**src/rtl/ram_arbiter_pkg.sv**
```systemverilog
// Shared types and constants for the two-requester RAM arbiter and its RAM clients.
package ram_arbiter_pkg;

    localparam int ADDR_W = 4;
    localparam int DATA_W = 32;

    // Sequencer states; the encoding is shared with the RAM and its other clients.
    typedef enum logic [1:0] {
        ST_IDLE   = 2'd0,
        ST_SETUP  = 2'd1,
        ST_ACCESS = 2'd2,
        ST_HOLD   = 2'd3
    } state_t;

    // Request fields captured from the winning requester.
    typedef struct packed {
        logic              we;
        logic [ADDR_W-1:0] addr;
        logic [DATA_W-1:0] wdata;
    } req_fields_t;

    // Select the request fields belonging to the given requester id.
    function automatic req_fields_t pick_fields(
        input logic        winner,
        input req_fields_t f0,
        input req_fields_t f1
    );
        req_fields_t r_sel;
        if (winner == 1'b1) begin
            r_sel = f1;
        end else begin
            r_sel = f0;
        end
        return r_sel;
    endfunction

endpackage

```
**src/rtl/arb_rr2.sv**
```systemverilog
// Combinational two-way round-robin pick: a tie goes to the requester that did not win last.
module arb_rr2 (
    input  logic req0,
    input  logic req1,
    input  logic last,
    output logic valid,
    output logic winner
);

    // Decide whether anyone is requesting and which requester wins.
    always_comb begin
        valid  = req0 | req1;
        winner = 1'b0;
        if (req0 && req1) begin
            winner = ~last;
        end else if (req1) begin
            winner = 1'b1;
        end else begin
            winner = 1'b0;
        end
    end

endmodule

```
**src/rtl/ram_arbiter.sv**
```systemverilog
// Round-robin arbiter and access sequencer sharing a 16 x 32 single-port RAM between two requesters.
// Every access runs IDLE -> SETUP -> ACCESS -> HOLD so address and data bracket the single RW cycle.
module ram_arbiter
    import ram_arbiter_pkg::*;
(
    input  logic              clk,
    input  logic              rst,
    input  logic              req0,
    input  logic              req1,
    input  logic              we0,
    input  logic              we1,
    input  logic [ADDR_W-1:0] addr0,
    input  logic [ADDR_W-1:0] addr1,
    input  logic [DATA_W-1:0] wdata0,
    input  logic [DATA_W-1:0] wdata1,
    output logic              gnt0,
    output logic              gnt1,
    output logic              done0,
    output logic              done1,
    output logic [DATA_W-1:0] rdata,
    output logic              busy,
    output logic [ADDR_W-1:0] ram_address,
    output logic [DATA_W-1:0] ram_dataIn,
    output logic              ram_RW,
    input  logic [DATA_W-1:0] ram_dataOut
);

    state_t              r_state;
    logic                r_last;
    logic                r_cur_id;
    req_fields_t         r_cur;
    logic                r_gnt0;
    logic                r_gnt1;
    logic                r_done0;
    logic                r_done1;
    logic                r_busy;
    logic                r_ram_rw;
    logic [DATA_W-1:0]   r_rdata;

    logic                w_valid;
    logic                w_winner;
    req_fields_t         w_f0;
    req_fields_t         w_f1;
    req_fields_t         w_sel;

    assign w_f0  = {we0, addr0, wdata0};
    assign w_f1  = {we1, addr1, wdata1};
    assign w_sel = pick_fields(w_winner, w_f0, w_f1);

    arb_rr2 u_rr (
        .req0   (req0),
        .req1   (req1),
        .last   (r_last),
        .valid  (w_valid),
        .winner (w_winner)
    );

    // Sequencer: captures the winner in IDLE and steps the RAM through setup, strobe and hold.
    always_ff @(posedge clk) begin
        if (rst) begin
            r_state  <= ST_IDLE;
            r_last   <= 1'b1;
            r_cur_id <= 1'b0;
            r_cur    <= '0;
            r_gnt0   <= 1'b0;
            r_gnt1   <= 1'b0;
            r_done0  <= 1'b0;
            r_done1  <= 1'b0;
            r_busy   <= 1'b0;
            r_ram_rw <= 1'b0;
            r_rdata  <= {DATA_W{1'b0}};
        end else begin
            case (r_state)
                ST_IDLE: begin
                    r_done0  <= 1'b0;
                    r_done1  <= 1'b0;
                    r_ram_rw <= 1'b0;
                    if (w_valid) begin
                        r_state  <= ST_SETUP;
                        r_cur    <= w_sel;
                        r_cur_id <= w_winner;
                        r_last   <= w_winner;
                        r_gnt0   <= ~w_winner;
                        r_gnt1   <= w_winner;
                        r_busy   <= 1'b1;
                    end else begin
                        r_gnt0   <= 1'b0;
                        r_gnt1   <= 1'b0;
                        r_busy   <= 1'b0;
                    end
                end
                ST_SETUP: begin
                    r_state  <= ST_ACCESS;
                    r_gnt0   <= 1'b0;
                    r_gnt1   <= 1'b0;
                    r_ram_rw <= r_cur.we;
                end
                ST_ACCESS: begin
                    r_state  <= ST_HOLD;
                    r_ram_rw <= 1'b0;
                    r_done0  <= ~r_cur_id;
                    r_done1  <= r_cur_id;
                    // The RAM output is stable for the whole ACCESS cycle; writes keep rdata.
                    if (!r_cur.we) begin
                        r_rdata <= ram_dataOut;
                    end
                end
                ST_HOLD: begin
                    r_state <= ST_IDLE;
                    r_done0 <= 1'b0;
                    r_done1 <= 1'b0;
                    r_busy  <= 1'b0;
                end
                default: begin
                    r_state  <= ST_IDLE;
                    r_gnt0   <= 1'b0;
                    r_gnt1   <= 1'b0;
                    r_done0  <= 1'b0;
                    r_done1  <= 1'b0;
                    r_busy   <= 1'b0;
                    r_ram_rw <= 1'b0;
                end
            endcase
        end
    end

    assign gnt0        = r_gnt0;
    assign gnt1        = r_gnt1;
    assign done0       = r_done0;
    assign done1       = r_done1;
    assign busy        = r_busy;
    assign rdata       = r_rdata;
    assign ram_RW      = r_ram_rw;
    assign ram_address = r_cur.addr;
    assign ram_dataIn  = r_cur.wdata;

endmodule

```
**config.mk**
```make
export PLATFORM = sky130hd
export DESIGN_NAME = ram_arbiter
export DESIGN_NICKNAME = d
export VERILOG_FILES = /design/src/rtl/ram_arbiter_pkg.sv /design/src/rtl/arb_rr2.sv /design/src/rtl/ram_arbiter.sv
export SDC_FILE = /design/constraint.sdc
export NUM_CORES = 1
export LEC_CHECK = 0
export ABC_AREA = 1
export BUFFER_PORTS_ARGS = -buffer_cell sky130_fd_sc_hd__buf_2
export CORE_MARGIN = 2
export CORE_UTILIZATION = 38
export CTS_CLUSTER_DIAMETER = 60
export DETAILED_ROUTE_END_ITERATION = 6
export GPL_ROUTABILITY_DRIVEN = 1
export GPL_TIMING_DRIVEN = 0
export PLACE_DENSITY = 0.7
export SLEW_MARGIN = 5
export SYNTH_ARGS = -nofsm -noshare
export SYNTH_HDL_FRONTEND = slang
export SYNTH_SLANG_ARGS = --single-unit
```
**constraint.sdc**
```tcl
create_clock -name clk -period 2.03 [get_ports clk]
set_clock_uncertainty 0.05 [all_clocks]
set_input_delay 0.1015 -clock clk [delete_from_list [all_inputs] [get_ports clk]]
set_output_delay 0.1015 -clock clk [all_outputs]
set_load 0.1 [all_outputs]
```
Word-level counts from Yosys, hierarchy flattened
Cells that the tools add are included.
{"block": "totals", "regBits": 79, "word_cells": 46, "output_inout_bits": 74}
{"block": "classes", "n_reduce_logical": 10, "bitwise_logic": 5, "n_eq_ne": 4, "muxes": 14}
{"operator": "37-bit 2-to-1 mux", "count": 1}
{"operator": "1-bit case mux with 2 select lines", "count": 6}
{"operator": "2-bit case mux with 4 select lines", "count": 1}
{"operator": "2-bit nonzero test", "count": 4}
{"operator": "1-bit 2-to-1 mux", "count": 5}
{"operator": "2-bit equality test (second input constant)", "count": 2}
{"operator": "1-bit NOT", "count": 4}
{"operator": "2-bit AND reduction", "count": 2}
{"operator": "2-bit OR reduction", "count": 2}
{"operator": "2-bit by 1-bit equality test with 1-bit output (second input constant)", "count": 1}
{"operator": "2-bit zero test", "count": 1}
{"operator": "2-bit 2-to-1 mux", "count": 1}
{"operator": "2-bit by 1-bit != test with 1-bit output (second input constant)", "count": 1}
{"operator": "1-bit logical AND", "count": 1}
{"operator": "1-bit bitwise OR", "count": 1}

Logic depth before layout (Yosys ltp)
{"block": "logic_depth", "depth_word": 5, "ltp_mapped": 9, "ltp_nobuf": 7}

By module
A second synthesis with hierarchy kept.
{"block": "hier_totals", "hier_cells": 566, "area_unflattened_um2": 3826.2}
{"module": "ram_arbiter", "n_inst": 1, "cells_per_inst": 563, "area_each_um2": 3811.2, "seq_area_each_um2": 1581.5}
{"module": "arb_rr2", "n_inst": 1, "cells_per_inst": 3, "area_each_um2": 15.0, "seq_area_each_um2": 0.0}

Worst setup path after synthesis
Ideal clock, no wire load.
{"block": "synth_path", "path_kind": "register to register", "start": "reg r_state[0]", "end": "reg r_cur (netlist bit ram_address[0])", "setup_slack_ns": 0.611, "t_required_ns": 1.863, "setup_time_ns": 0.117, "path_buffers": 2, "stages_incl_launch_ff": 10, "t_arrival_ns": 1.252, "path_cell_list": "dfxtp_1 > inv_1 > ha_1 > inv_1 > nor2_4 > buf_6 > buf_4 > nand2_1 > nor2_1 > nor2_1"}
{"block": "synth_between", "elab_chain_cells": 2}
{"element": "start, declared", "line": "ram_arbiter.sv:28", "text": "state_t r_state;"}
{"element": "start signal, assigned", "line": "ram_arbiter.sv:61", "text": "r_state <= ST_IDLE;"}
{"element": "start signal, assigned", "line": "ram_arbiter.sv:79", "text": "r_state <= ST_SETUP;"}
{"element": "start signal, assigned", "line": "ram_arbiter.sv:93", "text": "r_state <= ST_ACCESS;"}
{"element": "2-bit zero test", "line": "ram_arbiter.sv:73", "text": "case (r_state)"}
{"element": "2-bit AND reduction (no line)"}
{"element": "end signal, assigned", "line": "ram_arbiter.sv:80", "text": "r_cur <= w_sel;"}
{"element": "end, declared", "line": "ram_arbiter.sv:31", "text": "req_fields_t r_cur;"}
Every way passes these cells.
A chain may end at the register's enable or synchronous reset.

Worst setup path after layout
{"block": "layout_path", "start": "reg r_state[0]", "end": "reg r_rdata[13], in the netlist rdata[13]"}
{"block": "layout_between", "elab_chain_cells": 2}
{"element": "2-bit equality test", "line": "ram_arbiter.sv:73"}
{"element": "2-bit AND reduction (no line)"}
{"element": "end signal, assigned", "line": "ram_arbiter.sv:71", "text": "r_rdata <= {DATA_W{1'b0}};"}
{"element": "end signal, assigned", "line": "ram_arbiter.sv:105", "text": "r_rdata <= ram_dataOut;"}
{"element": "end, declared", "line": "ram_arbiter.sv:38", "text": "logic [DATA_W-1:0] r_rdata;"}
Every way passes these cells.

==> impl.org <==
** Layout
- Final net count :: 896
- Relative to the synthesized area, the layout overhead comes to 45.4%.
- Fraction of layout instances using a drive strength above 1 :: 0.327
- The finished cells cover approximately 5400 um^2.
- 0 antenna diodes ended up in the layout.

** Critical path
- Endpoint kind of the worst setup timing path :: register
- For the worst flop-to-flop path, the logic depth is 8.
- CP max stage delay :: 340 ps
- The most numerous cell type found on the critical path is nor2_1.
- Category of the most critical setup path :: register to register
- In this run the critical register-to-register path is captured at rdata[13]$_SDFFE_PP0P_.
- Worst reg2reg setup slack :: around 290 ps
- Following the worst setup path forward leads to its endpoint at rdata[13]$_SDFFE_PP0P_.
- Category of the worst setup path launch point :: register
- The critical path starts at r_state[0]$_SDFFE_PP0P_.
- Data arrives at the worst endpoint at 1920 ps.
- The startpoint identified for the worst register-to-register timing path is r_state[0]$_SDFFE_PP0P_.
- Ordered list of cells on the worst path :: inv_1, ha_1, inv_2, nor2_1, inv_2, clkbuf_1, nor2_1, nor2_1
- Max Fanout on Critical Path :: 10
- Cell with the largest stage delay on the worst path :: dfxtp_1
- Data on the critical path is required at its endpoint by roughly 2200 ps.

** Power and ir drop
- The share of total power dissipated in combinational logic is 0.628.
- Summed over all cells, the static leakage comes to 3.02 nW.
- For this design the total switching power over the nets is 5.67 mW.
- Of the total power, the clock network draws 0.130.
- P_int :: 4.01 mW
- Pwr Density :: ~1800 nW/um^2
- VDD IR-drop max :: 1.06 mV
- Fraction of power consumed by sequential logic :: 0.241
- Of the total power, the share spent switching nets is 0.586.

** Placement
- Count of input and output buffers :: 183
- At the end of routability-driven placement, the weighted congestion stood at 0.817.
- Half-perimeter wire length after placement :: 7560 um
- In this run the cell area measured after placement is 4790 um^2.

** STA
- The hold violation count in the final report came to 0.
- Final setup violating endpoints :: 0
- Timing would allow up to approximately 570 MHz.
- Min Tclk post-route :: 1740 ps
- Fin Setup TNS :: 0 ps
- Setup repair after global routing missed its margin :: no
- In the finished design, the share of the clock period the worst path needs comes to 0.858.
- Slew headroom :: 0.652
- For the pin with the worst max-slew slack, the measured transition is 526 ps.
- The number of pins with negative max-slew slack in the final report came to 0.

** GRT
- The via count of the first global-routing pass was 3687.
- Wire length of the first global-routing pass :: around 16000 um
- Total routing usage reported by global routing :: 0.192
- Entering global routing, the biggest net connects 14 pins.
- Global routing finished with a remaining overflow of 0.
- Initial antenna violation count :: 0

** Synth
- Most frequent cell after synthesis :: nor2_1
- Synthesis-stage register bit count :: 79
- After technology mapping, the gate count stands at 549.
- During synthesis, Yosys emitted a total of 0 warnings.
- Fraction of synthesis flops using an asynchronous set or reset pin :: 0
- Post-synth top cells :: nor2_1 (157), nand2_1 (82), dfxtp_1 (79)
- Post-synthesis cell type count :: 17
- In the synthesized netlist the dominant register cell turns out to be dfxtp_1.
- Dominant cell type by area after synthesis :: dfxtp_1
- Part of the Yosys area used for sequential elements :: 0.427
- Each instance of the synthesized netlist takes up on average 6.75 um^2.
- The synthesized design contains 0 enable-type register cells.
- Top cells by area, synth :: dfxtp_1 (43%), nor2_1 (16%), buf_4 (8.3%), nand2_1 (8.3%), o21ai_0 (5.3%)
- Counting every net in the synthesized netlist gives between 600 and 700.
- The synthesized netlist occupies a cell area of around 3700 um^2.
- The share of synthesized area in the top cell type comes to 0.427.

** Min path
- The path class of the tightest hold or removal check is primary input to register.

** Outcome
- The run finished with clean final reports.

** Floorplanning
- Die boundary height :: 103 um
- Measured along the x axis, the die boundary spans 103 um.
- Placeable core region :: approximately 9600 um^2
- During I/O placement, the number of pins put on the boundary was 184.
- Number of placement rows :: 36
- Die area :: 10600 um^2
- For this configuration, the core starts out at a cell density of 0.384.

** Clock tree
- Hold buffers post-CTS :: 39
- CTS tree :: done
- Clock latency on the worst-skew pair, taken at its later pin, is 350 ps.
- # H-tree levels :: 3
- Clk slew on worst S/H paths :: 80 ps
- Counting the buffers created by CTS gives 9.
- Root buffer cell :: clkbuf_8
- Gates resized during post-CTS repair numbered 0.
- The tree built by TritonCTS fans out to 79 sinks.
- In this run the post-CTS setup repair buffer count came out at 0.
- Counting along the longest clock path gives a buffer depth of 2.

** Detailed routing
- The pre-antenna-repair detailed-routing pass consisted of 4 iterations.
- Count of vias placed by the detailed router :: 4030
- Wire length per cell after detailed routing :: 11.4 um
- Antenna Nets Post-Route :: 0
- Average via count per standard cell :: 4.39
- For this block, the routed nets add up to 10500 um of wire.
- After detailed routing, the number of remaining DRC violations is 0.
- DRC marker count from the first detailed-route iteration :: 120

** Flow run
- Across the run, the number of max-cap violations was 0.
[layer usage]
metal  part of all wire  routed length (um)  up-vias  track usage
met5                  0                   0        -            0
met4             0.0094                  99        0       0.0617
met3              0.071                 749        8       0.0502
met2               0.50                5230      139        0.351
met1               0.42                4440     1773        0.219
li1                   -                   -     2110            -
[worst min-delay path by stage]
stage,from,to,slack [ps],depth (start not counted)
6_report,wdata0[27],ram_dataIn[27]$_SDFFE_PP0P_,10,5
3_5_place_dp,ram_dataOut[23],rdata[23]$_SDFFE_PP0P_,280,3
2_1_floorplan,rst,done0$_SDFFE_PP0P_,120,1
3_3_place_gp,ram_dataOut[30],rdata[30]$_SDFFE_PP0P_,270,3
5_1_grt,wdata0[27],ram_dataIn[27]$_SDFFE_PP0P_,10,5
4_1_cts,wdata0[27],ram_dataIn[27]$_SDFFE_PP0P_,1,5
[per-stage QoR]
step | hold WS (ps) | utilization | setup slack, ps | total power, mW | cells
floorplan | 121 | - | 611 | 7.44 | 549
global placement | 273 | 0.497 | 372 | 8.31 | 865
detailed placement | 280 | 0.497 | 304 | 8.39 | 865
CTS | 1.15 | 0.559 | 283 | 9.73 | 919
global route | 13.7 | 0.559 | 72.6 | 10.2 | 919
finish | 11.3 | 0.559 | 289 | 9.68 | 919
[power groups by stage]
stage / clock, mW / combinational (mW) / sequential, mW
2_1_floorplan: 0 / 3.35 / 4.09
3_3_place_gp: 0 / 5.97 / 2.34
3_5_place_dp: 0 / 6.03 / 2.36
4_1_cts: 1.30 / 6.10 / 2.33
5_1_grt: 1.35 / 6.46 / 2.40
6_report: 1.26 / 6.09 / 2.34
[flip-flops by register name (all words and copies together), names as in the netlist]
signal	count
done1	1
r_state	2
busy	1
gnt0	1
ram_RW	1
gnt1	1
done0	1
r_last	1
ram_dataIn	32
rdata	32
r_cur_id	1
r_cur	1
ram_address	4
[critical path: cells and delay by family, from the launching register on]
kind | cells | cell delay (ps)
and+or+nand+nor | 3 | 550
buffers and inverters | 4 | 490
DFF | 1 | 340
adders and majority gates | 1 | 200
[cells by family after synthesis]
logic type	count (synthesis)	share of synthesized area
simple gates	263	0.277
buf+inv	121	0.171
compound gates	82	0.111
flops	79	0.427
fa+ha+maj	4	0.0135
[placed cells by master, fill, tap and decap left out]
cell type,n
a21boi_1,1
a21oi_1,15
buf_2,192
buf_4,41
buf_6,2
bufinv_16,2
clkbuf_1,13
clkbuf_8,9
clkinv_2,2
clkinv_4,1
clkinvlp_4,1
dfxtp_1,79
dlygate4sd3_1,39
ha_1,4
inv_1,52
inv_2,4
nand2_1,82
nand2_2,2
nand3_1,21
nor2_1,157
nor2_4,1
o21ai_0,39
o21ai_1,27
[cell type report]
cell class,instances,area [um^2]
Clock buffer,9,124
Timing Repair Buffer,222,1310
Buffer,65,424
Multi-Input combinational cell,349,1490
Tap cell,133,166
Fill cell,945,4250
Sequential cell,79,1580
Clock inverter,6,86.3
Inverter,56,210
Note: power is estimated with default switching activity, not from simulation.
